`src/rtl/reaction_judge_pkg.sv`:
```
// game_pkg: shared definitions for the reaction game judge.
//   - state encoding of the round FSM
//   - LFSR seed and Galois toggle mask for x^16+x^14+x^13+x^11+1
//   - default button/LED count and target index width
//   - lfsrStep(): one shift of the right-shifting Galois LFSR
package game_pkg;

   localparam int NUM_BTN  = 8;
   localparam int TARGET_W = 3;

   localparam logic [15:0] LFSR_SEED = 16'hACE1;
   // Right-shifting Galois form: feedback bit enters at bit 15 and toggles
   // the bits that correspond to the x^14, x^13 and x^11 terms.
   localparam logic [15:0] LFSR_TAPS = 16'hB400;

   typedef enum logic [2:0] {
      IDLE,
      ARM,
      WAIT,
      COOLDOWN,
      OVER
   } state_t;

   function automatic logic [15:0] lfsrStep(input logic [15:0] value);
      return {1'b0, value[15:1]} ^ (value[0] ? LFSR_TAPS : 16'h0000);
   endfunction

endpackage

```
`src/rtl/reaction_judge_if.sv`:
```
// reaction_judge_if: player/timer-facing signals of the reaction judge.
//   start      : one-cycle pulse that begins a game from IDLE
//   btn        : raw asynchronous buttons, active-high
//   game_over  : level from the countdown timer, freezes the judge
//   led        : one-hot target, zero while no round is active
//   hit / miss : one-cycle judgement pulses (miss feeds the timer)
//   score      : saturating hit counter
//   miss_count : saturating miss counter
//   busy       : a round is in progress (ARM/WAIT/COOLDOWN)
// master = player/timer side, slave = the judge.
interface reaction_judge_if #(
   parameter int NUM_BTN = 8,
   parameter int SCORE_W = 10
);

   logic               start;
   logic [NUM_BTN-1:0] btn;
   logic               game_over;
   logic [NUM_BTN-1:0] led;
   logic               hit;
   logic               miss;
   logic [SCORE_W-1:0] score;
   logic [7:0]         miss_count;
   logic               busy;

   modport master (
      output start, btn, game_over,
      input  led, hit, miss, score, miss_count, busy
   );

   modport slave (
      input  start, btn, game_over,
      output led, hit, miss, score, miss_count, busy
   );

endinterface

```
`src/rtl/reaction_judge_btn_debounce.sv`:
```
// btn_debounce: cleans up the raw player buttons.
//   clock, reset_n : system clock, asynchronous active-low reset
//   i_btn          : raw asynchronous buttons
//   o_debounced    : debounced button levels
//   o_press        : one-cycle pulse per rising edge of a debounced bit
// A single tick counter is shared by all bits; a debounced bit only moves
// when two consecutive tick samples agree on the new level.
module btn_debounce #(
   parameter int NUM_BTN         = 8,
   parameter int DEBOUNCE_CYCLES = 500000
) (
   input  logic               clock,
   input  logic               reset_n,
   input  logic [NUM_BTN-1:0] i_btn,
   output logic [NUM_BTN-1:0] o_debounced,
   output logic [NUM_BTN-1:0] o_press
);

   localparam int TICK_W = (DEBOUNCE_CYCLES > 1) ? $clog2(DEBOUNCE_CYCLES) : 1;
   localparam logic [TICK_W-1:0] TICK_LAST = TICK_W'(DEBOUNCE_CYCLES - 1);

   logic [NUM_BTN-1:0] r_sync1;
   logic [NUM_BTN-1:0] r_sync2;
   logic [NUM_BTN-1:0] r_sample;
   logic [NUM_BTN-1:0] r_debounced;
   logic [NUM_BTN-1:0] r_debouncedPrev;
   logic [TICK_W-1:0]  r_tickCnt;
   logic               w_tick;
   logic [NUM_BTN-1:0] w_agree;

   assign w_tick  = (r_tickCnt == TICK_LAST);
   assign w_agree = ~(r_sync2 ^ r_sample);

   // Two-flop synchroniser brings the asynchronous buttons into the clock domain.
   always_ff @(posedge clock or negedge reset_n) begin
      if (!reset_n) begin
         r_sync1 <= '0;
         r_sync2 <= '0;
      end else begin
         r_sync1 <= i_btn;
         r_sync2 <= r_sync1;
      end
   end

   // Free-running sample tick shared by every button.
   always_ff @(posedge clock or negedge reset_n) begin
      if (!reset_n) begin
         r_tickCnt <= '0;
      end else if (w_tick) begin
         r_tickCnt <= '0;
      end else begin
         r_tickCnt <= r_tickCnt + TICK_W'(1);
      end
   end

   // On each tick, bits whose new sample matches the previous tick's sample
   // take that level; disagreeing bits keep their debounced value.
   always_ff @(posedge clock or negedge reset_n) begin
      if (!reset_n) begin
         r_sample    <= '0;
         r_debounced <= '0;
      end else if (w_tick) begin
         r_sample    <= r_sync2;
         r_debounced <= (w_agree & r_sync2) | (~w_agree & r_debounced);
      end
   end

   // One-cycle history of the debounced levels for edge detection.
   always_ff @(posedge clock or negedge reset_n) begin
      if (!reset_n) begin
         r_debouncedPrev <= '0;
      end else begin
         r_debouncedPrev <= r_debounced;
      end
   end

   assign o_debounced = r_debounced;
   assign o_press     = r_debounced & ~r_debouncedPrev;

endmodule

```
`src/rtl/reaction_judge.sv`:
```
// reaction_judge: lights a pseudo-random target LED, judges each debounced
// button press as a hit or a miss, and counts both with saturation.
//   clock, reset_n : 50 MHz system clock, asynchronous active-low reset
//   bus            : reaction_judge_if.slave (start, btn, game_over in;
//                    led, hit, miss, score, miss_count, busy out)
// game_over from the timer overrides everything and parks the FSM in OVER
// until reset.
module reaction_judge #(
   parameter int NUM_BTN         = game_pkg::NUM_BTN,
   parameter int DEBOUNCE_CYCLES = 500000,
   parameter int WINDOW_CYCLES   = 50000000,
   parameter int SCORE_W         = 10
) (
   input logic             clock,
   input logic             reset_n,
   reaction_judge_if.slave bus
);

   import game_pkg::*;

   localparam int WIN_W = (WINDOW_CYCLES > 1) ? $clog2(WINDOW_CYCLES) : 1;
   localparam logic [WIN_W-1:0] WIN_LAST = WIN_W'(WINDOW_CYCLES - 1);

   state_t              r_state;
   state_t              w_stateNext;
   logic [15:0]         r_lfsr;
   logic [TARGET_W-1:0] r_target;
   logic [TARGET_W-1:0] r_prevTarget;
   logic [TARGET_W-1:0] w_armTarget;
   logic [WIN_W-1:0]    r_windowCnt;
   logic                r_hit;
   logic                r_miss;
   logic                w_hitNext;
   logic                w_missNext;
   logic [SCORE_W-1:0]  r_score;
   logic [7:0]          r_missCount;
   logic [NUM_BTN-1:0]  w_press;
   logic [NUM_BTN-1:0]  w_debounced;
   logic [NUM_BTN-1:0]  w_targetMask;

   btn_debounce #(
      .NUM_BTN        (NUM_BTN),
      .DEBOUNCE_CYCLES(DEBOUNCE_CYCLES)
   ) uDebounce (
      .clock      (clock),
      .reset_n    (reset_n),
      .i_btn      (bus.btn),
      .o_debounced(w_debounced),
      .o_press    (w_press)
   );

   // Never repeat the previous target: bump a colliding pick to the next LED.
   assign w_armTarget  = (r_lfsr[TARGET_W-1:0] == r_prevTarget) ?
                         r_lfsr[TARGET_W-1:0] + TARGET_W'(1) : r_lfsr[TARGET_W-1:0];
   assign w_targetMask = NUM_BTN'(1) << r_target;

   // LFSR runs every cycle from reset so the target depends on player timing.
   always_ff @(posedge clock or negedge reset_n) begin
      if (!reset_n) begin
         r_lfsr <= LFSR_SEED;
      end else begin
         r_lfsr <= lfsrStep(r_lfsr);
      end
   end

   // State register plus the registered judgement pulses.
   always_ff @(posedge clock or negedge reset_n) begin
      if (!reset_n) begin
         r_state <= IDLE;
         r_hit   <= 1'b0;
         r_miss  <= 1'b0;
      end else begin
         r_state <= w_stateNext;
         r_hit   <= w_hitNext;
         r_miss  <= w_missNext;
      end
   end

   // Next-state and judgement logic. game_over wins over any same-cycle
   // judgement; a press wins over a same-cycle window timeout.
   always_comb begin
      w_stateNext = r_state;
      w_hitNext   = 1'b0;
      w_missNext  = 1'b0;
      if (bus.game_over) begin
         w_stateNext = OVER;
      end else begin
         case (r_state)
            IDLE: begin
               if (bus.start) begin
                  w_stateNext = ARM;
               end
            end
            ARM: begin
               w_stateNext = WAIT;
            end
            WAIT: begin
               if (w_press != '0) begin
                  if (w_press == w_targetMask) begin
                     w_hitNext = 1'b1;
                  end else begin
                     w_missNext = 1'b1;
                  end
                  w_stateNext = COOLDOWN;
               end else if (r_windowCnt == WIN_LAST) begin
                  w_missNext  = 1'b1;
                  w_stateNext = COOLDOWN;
               end
            end
            COOLDOWN: begin
               if (w_debounced == '0) begin
                  w_stateNext = ARM;
               end
            end
            OVER: begin
               w_stateNext = OVER;
            end
            default: begin
               w_stateNext = IDLE;
            end
         endcase
      end
   end

   // Target is latched in ARM and remembered for the next round's collision check.
   always_ff @(posedge clock or negedge reset_n) begin
      if (!reset_n) begin
         r_target     <= '0;
         r_prevTarget <= '0;
      end else if (r_state == ARM) begin
         r_target     <= w_armTarget;
         r_prevTarget <= w_armTarget;
      end
   end

   // Response window: cleared in ARM, counts every WAIT cycle.
   always_ff @(posedge clock or negedge reset_n) begin
      if (!reset_n) begin
         r_windowCnt <= '0;
      end else if (r_state == ARM) begin
         r_windowCnt <= '0;
      end else if (r_state == WAIT) begin
         r_windowCnt <= r_windowCnt + WIN_W'(1);
      end
   end

   // Saturating hit and miss counters, updated together with the pulses.
   always_ff @(posedge clock or negedge reset_n) begin
      if (!reset_n) begin
         r_score     <= '0;
         r_missCount <= '0;
      end else begin
         if (w_hitNext && (r_score != '1)) begin
            r_score <= r_score + SCORE_W'(1);
         end
         if (w_missNext && (r_missCount != 8'hFF)) begin
            r_missCount <= r_missCount + 8'd1;
         end
      end
   end

   assign bus.led        = (r_state == WAIT) ? w_targetMask : '0;
   assign bus.hit        = r_hit;
   assign bus.miss       = r_miss;
   assign bus.score      = r_score;
   assign bus.miss_count = r_missCount;
   assign bus.busy       = (r_state == ARM) || (r_state == WAIT) || (r_state == COOLDOWN);

endmodule

```
`src/flat_wrapper.sv`:
```
// flat-port wrapper written by rule: the top's interface ports become plain ports
module reaction_judge_flat import game_pkg::*;
#(
   parameter int NUM_BTN         = game_pkg::NUM_BTN,
   parameter int DEBOUNCE_CYCLES = 500000,
   parameter int WINDOW_CYCLES   = 50000000,
   parameter int SCORE_W         = 10
)
  (clock, reset_n, bus_start, bus_btn, bus_game_over, bus_led, bus_hit, bus_miss, bus_score, bus_miss_count, bus_busy);
  reaction_judge_if #(.NUM_BTN(NUM_BTN), .SCORE_W(SCORE_W)) bus_i ();
  input logic clock;
  input logic reset_n;
  input wire logic [$bits(bus_i.start)-1:0] bus_start;
  input wire logic [$bits(bus_i.btn)-1:0] bus_btn;
  input wire logic [$bits(bus_i.game_over)-1:0] bus_game_over;
  output wire logic [$bits(bus_i.led)-1:0] bus_led;
  output wire logic [$bits(bus_i.hit)-1:0] bus_hit;
  output wire logic [$bits(bus_i.miss)-1:0] bus_miss;
  output wire logic [$bits(bus_i.score)-1:0] bus_score;
  output wire logic [$bits(bus_i.miss_count)-1:0] bus_miss_count;
  output wire logic [$bits(bus_i.busy)-1:0] bus_busy;
  assign bus_i.start = bus_start;
  assign bus_i.btn = bus_btn;
  assign bus_i.game_over = bus_game_over;
  assign bus_led = bus_i.led;
  assign bus_hit = bus_i.hit;
  assign bus_miss = bus_i.miss;
  assign bus_score = bus_i.score;
  assign bus_miss_count = bus_i.miss_count;
  assign bus_busy = bus_i.busy;
  reaction_judge #(.NUM_BTN(NUM_BTN), .DEBOUNCE_CYCLES(DEBOUNCE_CYCLES), .WINDOW_CYCLES(WINDOW_CYCLES), .SCORE_W(SCORE_W)) u_core (.clock(clock), .reset_n(reset_n), .bus(bus_i));
endmodule
```
`config.mk`:
```
export PLATFORM = sky130hd
export DESIGN_NAME = reaction_judge_flat
export DESIGN_NICKNAME = d
export VERILOG_FILES = /design/src/rtl/reaction_judge_pkg.sv /design/src/rtl/reaction_judge_if.sv /design/src/rtl/reaction_judge_btn_debounce.sv /design/src/rtl/reaction_judge.sv /design/src/flat_wrapper.sv
export SDC_FILE = /design/constraint.sdc
export NUM_CORES = 1
export LEC_CHECK = 0
export BUFFER_PORTS_ARGS = -buffer_cell sky130_fd_sc_hd__buf_4
export CORE_ASPECT_RATIO = 1.1
export CORE_UTILIZATION = 40
export CTS_CLUSTER_SIZE = 25
export DETAILED_ROUTE_END_ITERATION = 8
export SYNTH_ARGS = -nofsm -noshare
export SYNTH_HDL_FRONTEND = slang
export SYNTH_SLANG_ARGS = --single-unit
```
`constraint.sdc`:
```
create_clock -name clock -period 5.7 [get_ports clock]
set_input_delay 0.57 -clock clock [delete_from_list [all_inputs] [get_ports clock]]
set_output_delay 0.57 -clock clock [all_outputs]
set_load 0.02 [all_outputs]
```
==> results of run 1 <==
sequential cells by signal, indices dropped and copies added, names as in the netlist, named ones only:
signal,count
u_core.bus.hit,1
u_core.bus.miss,1
u_core.bus.miss_count,8
u_core.bus.score,10
u_core.r_lfsr,16
u_core.r_prevTarget,3
u_core.r_state,3
u_core.r_windowCnt,26
u_core.uDebounce.r_debouncedPrev,8
u_core.uDebounce.r_sample,8
u_core.uDebounce.r_sync1,8
u_core.uDebounce.r_sync2,8
u_core.uDebounce.r_tickCnt,19
worst reg2reg max path: cells and delay by family, from the launching register on:
| kind | cells | cell delay [ns] |
|---|---|---|
| AO/OA/AOI/OAI | 2 | 0.32 |
| flip-flops | 1 | 0.60 |
| multiplexers | 1 | 0.33 |
| AND/OR/NAND/NOR | 4 | 1.27 |
layer usage:
| layer | wire length, um | track usage (%) |
|---|---|---|
| met2 | 4860 | 24.6 |
| met5 | 0 | 0 |
| met3 | 301 | 4.53 |
| met1 | 4850 | 20.4 |
| met4 | 76 | 5.73 |
layout by cell type (no fill, tap or decap), types with 2 or more instances in the layout:
cell,count
and2_1,5
clkinvlp_4,3
or4_1,2
a211oi_1,3
clkinv_4,2
nor3b_1,2
nor4b_1,5
clkbuf_16,17
nand3_1,35
or3_1,5
and4_1,6
nor3_1,8
nand2b_1,17
inv_6,2
a22o_1,2
a21oi_1,19
nor2b_1,9
xor2_1,15
nand4_1,15
nor4_1,5
clkinv_2,3
o211ai_1,3
nor2_1,34
dfrtp_1,119
dfstp_2,8
o21ai_0,35
buf_4,41
mux2i_1,3
xnor2_1,18
ha_1,5
nand2_1,35
o31ai_1,3
bufinv_16,3
a31oi_1,14
inv_1,3
and3_1,20
mux2_2,10
nand4b_1,2
cells by family (layout without fill, tap and decap cells):
| family | after synthesis | in the layout | share of synthesized area (%) |
|---|---|---|---|
| buffers and inverters | 23 | 76 | 1.67 |
| DFF | 127 | 127 | 58.2 |
| AOI/OAI and AO/OA | 86 | 86 | 9.09 |
| adders and majority gates | 5 | 5 | 1.14 |
| xor gates and xnor gates | 33 | 33 | 5.28 |
| and+or+nand+nor | 214 | 214 | 21.8 |
| muxes | 14 | 14 | 2.81 |
stage by stage:
step                worst slack, ns  instances  area [um^2]
finish                         2.83        739         6540
global placement               3.18        707         5930
floorplan                      3.26        502         5480
global route                   2.59        739         6540
detailed placement             3.08        707         5930
CTS                            2.80        739         6540
report_power, final:
part           leakage, nW  internal (mW)  switching (mW)
logic                0.965         0.0105          0.0229
registers             1.69          0.910         0.00711
clock network        0.290          0.700           0.389
total                 2.94           1.62           0.419
final cells by class:
class	instances	area [um^2]
Clock buffer	19	443
Clock inverter	13	163
Fill cell	1178	6730
Inverter	3	11.3
Multi-Input combinational cell	352	2200
Sequential cell	127	3190
Tap cell	184	230
Timing Repair Buffer	41	308
worst paths after layout:
path	endpoint
setup reg to reg	u_core.bus.miss_count[1]
hold / removal	u_core.bus.miss_count[0]
setup / recovery	bus_led[6]
hold reg to reg	u_core.uDebounce.r_sync2[5]
min in group clock	u_core.uDebounce.r_sync1[1]
max in group asynchronous	u_core.uDebounce.r_sync1[2]
==> impl_metrics.ini, run 1 <==
[run_status]
status = complete, no violations

[clocking]
clock-root-buffer = clkbuf_16
numCtsBuffers = 17
clkSinkCount = 127
cts_resized = 0
post_cts_buffers = 0
cts_hold_buf = 0
path_clk_slew_ns = 0.05
htreeDepth = 4
clock_latency_ns = 0.41
cts_tree = built
cts_buffer_depth = 2

[yosys]
synth_top_area_share_pct = 54.4
synth_area_leader_cell = dfrtp_1
yosysMostFrequentCell = dfrtp_1
synth_ff_type = dfrtp_1
synthTopCellsByCount = dfrtp_1 (119), nand2_1 (35), nand3_1 (35), o21ai_0 (35), nor2_1 (34)
synth_fp_nets = 519
avgSynthCellArea_um2 = 10.9
yosys-top-cells-area = dfrtp_1 (54%), dfstp_2 (3.8%), nand3_1 (3.2%)
synth-seq-cells = 127
synth_cell_types = 51
synthCells = 502
async_flop_share_pct = 100
synth_area_mm2 = 0.00548
synth-edff-count = 0
ys_warn_count = 0
yosysSeqAreaShare_pct = 58.2

[worst_setup_path]
crit_chain = nand2b_1 > nor2_1 > nand2_1 > nor3b_1 > buf_4
reg2reg_depth = 7
cp_top_family = simple AND/OR/NAND/NOR gates
worst_ep_required_time_ns = 5.13
cp_data_arrival_time_ns = 2.30
worstSetupPathType = reg -> out
worst-path-stages = 5
crit_buf_inv = 1
slowest_stage = nor2_1
endpoint_kind = primary output
start_kind = register
timing.rr.start = u_core.r_prevTarget[2]
critPathLaunch = u_core.r_state[0]
rrSetupSlack_ns = 3.06
cp_max_fo = 13
slowest_delay_ns = 0.64

[timing]
tns_ns = 0
max_freq_mhz = 349
slew_headroom_pct = 19.8
hold_violations = 0
tightest_slew_ns = 1.20
rsz0062_at_grt = false
slew_viol_final = 0
fin_crit_sh_pct = 50.3
setup_viol = 0
fin_hold_ws_ns = 0.265
fin_crit_ns = 2.87
fin_skew_ns = 0.00935

[routing]
wire_per_inst_um = 13.7
drc = 0
dr_total_vias = 3851
antenna_left = 0
via_per_inst = 5.21
dr.pass1.iters = 4
routed_wl_um = 10100
drt-initial-drc-count = 201

[place]
port_buffers = 40
dpl.hpwl_um = 6660
place_congestion = 0.816

[floorplan]
num_rows = 44
fp.dieH_um = 125
dieArea_mm2 = 0.0142
die_x_um = 114
start_util_pct = 41.3
core_mm2 = 0.0133
io-pin-count = 41

[power]
power.total_mw = 2.04
powerDensity_mw_per_mm2 = 312
p_leak_nw = 2.94
vdd_drop_max_uv = 214

[global_routing]
grt-ovfl-total = 0
grt_pass1_vias = 3797
antenna_found_initial = 0
grt_max_degree = 68
grt_pass1_wl_um = 17700
grt_usage_pct = 15.7

[finish]
nets = 559
syn2layout_area_growth_pct = 19.4
drive_above_1_share_pct = 17.7
finish.utilization_pct = 49.3
diodes = 0

[min_path]
hp-class = in -> async

[job]
max-cap-violations = 0
(Power assumes the default switching activity.)
==> run 2: changes to the inputs <==
Clock period 5.7 ns to 2.85 ns, I/O delays scaled along.
==> run 2 against run 1 <==
Final cell count grew 2.3%. Register-to-register slack got worse by 2.8 ns. Critical path depth up 1. Via count rose by 1.4%. Worst setup slack worse by 2.6 ns. Final area increased by 4.2%. Critical path type is now reg -> reg. Critical endpoint is now u_core.bus.miss_count[1].
==> impl_metrics.ini, run 2 (synthesis results as in run 1) <==
[run_status]
status = complete, no violations

[routing]
via_per_inst = 5.16
drc = 0
dr.pass1.iters = 4
antenna_left = 0
dr_total_vias = 3904
drt-initial-drc-count = 220
routed_wl_um = 10200
wire_per_inst_um = 13.5

[min_path]
hp-class = in -> reg
holdPathStages = 2

[timing]
fin_crit_sh_pct = 91.9
rsz0062_at_grt = false
finalWorstSetupSlack_ns = 0.230
tns_ns = 0
slew_viol_final = 0
setup_viol = 0
slew_headroom_pct = 59.3
fin_crit_ns = 2.62
fin_skew_ns = 0.00739
hold_violations = 0
max_freq_mhz = 382
tightest_slew_ns = 0.610

[job]
max-cap-violations = 0

[power]
vdd_drop_max_uv = 467
power.total_mw = 4.44
powerDensity_mw_per_mm2 = 652
p_leak_nw = 3.06

[clocking]
path_clk_slew_ns = 0.06
post_cts_buffers = 0
htreeDepth = 4
clock_latency_ns = 0.41
cts_tree = built
cts_buffer_depth = 2
clock-root-buffer = clkbuf_16
clkSinkCount = 127
numCtsBuffers = 17

[floorplan]
dieArea_mm2 = 0.0142
start_util_pct = 41.3
core_mm2 = 0.0133
fp.dieH_um = 125
io-pin-count = 41
num_rows = 44
die_x_um = 114

[global_routing]
grt_pass1_wl_um = 17800
grt_usage_pct = 15.9
grt_pass1_vias = 3801
antenna_found_initial = 0
grt_max_degree = 62
grt-ovfl-total = 0

[finish]
diodes = 0
top_register = u_core.r_windowCnt
layout_commonest_cell = dfrtp_1
finish.utilization_pct = 51.3
n_fill_cell = 1159
multi_input_area_mm2 = 0.00220
largest_register_ffs = 26
top_regs = u_core.r_windowCnt: 26 flops, u_core.uDebounce.r_tickCnt: 19 flops, u_core.r_lfsr: 16 flops
nets = 576
drive_above_1_share_pct = 18.7
seq_area_mm2 = 0.00319
layout_common_cells = dfrtp_1 (119), buf_4 (47), nand2_1 (35), nand3_1 (35), o21ai_0 (35)
syn2layout_area_growth_pct = 24.4

[worst_setup_path]
reg2reg_depth = 6
cp_data_arrival_time_ns = 2.91
cp_max_fo = 21
start_kind = register
worst_ep_required_time_ns = 3.14
endpoint_kind = register
worstSetupPathType = reg -> reg

[place]
port_buffers = 40
dpl.hpwl_um = 6740
dp_slack_ns = 0.249
place_congestion = 0.814
run 2: metrics by stage:
step	area (um^2)	instances	hold slack, ns
5_1_grt	6810	756	0.0497
3_5_place_dp	6020	715	0.313
3_3_place_gp	6020	715	0.308
4_1_cts	6810	756	0.0301
2_1_floorplan	5480	502	-0.0106
6_report	6810	756	0.0552
run 2: area by class of cell:
class / count / area share, %
Inverter: 3 / 0.165
Timing Repair Buffer: 58 / 7.09
Clock buffer: 18 / 6.45
Tap cell: 184 / 3.38
Clock inverter: 14 / 3.86
Multi-Input combinational cell: 352 / 32.3
Sequential cell: 127 / 46.8
run 2: repair_timing:
action,4_1_cts,5_1_grt
hold buffers,9,0
endpoints found under the hold margin,48,0
resized for setup,0,0
run 2: where the power goes:
| group | switching [mW] | internal, mW | leakage, nW |
|---|---|---|---|
| registers | 0.00861 | 1.82 | 1.69 |
| logic | 0.0539 | 0.0335 | 1.05 |
| clock network | 0.773 | 1.75 | 0.328 |
run 2: routing by layer:
metal | up-vias | GRT usage (%) | routed length (um) | share of wire (%)
met5 | - | 0 | 0 | 0
met4 | 0 | 7.35 | 167 | 1.6
met3 | 12 | 4.33 | 347 | 3.4
met2 | 73 | 24.7 | 4830 | 47
met1 | 1905 | 20.6 | 4870 | 48
li1 | 1914 | - | - | -
run 2: critical path, cell delays in order, from the launching register on:
cell and delay, ns:
dfrtp_1 0.60, or4_1 0.58, a31oi_1 0.15, o22ai_1 0.16, or3_1 0.49, nand3_1 0.18, mux2_1 0.33
run 2: path summary, 6_finish.rpt:
check                                            startpoint                     endpoint  slack [ns]
worst max-delay path                 u_core.r_prevTarget[2]     u_core.bus.miss_count[1]        0.23
worst min-delay path                          bus_game_over            u_core.r_state[0]        0.06
worst max register to register       u_core.r_prevTarget[2]     u_core.bus.miss_count[1]        0.23
worst min register to register  u_core.uDebounce.r_sync1[2]  u_core.uDebounce.r_sync2[2]        0.35
max in group asynchronous                           reset_n       u_core.r_windowCnt[17]        1.67
min in group asynchronous                           reset_n     u_core.bus.miss_count[3]        0.41
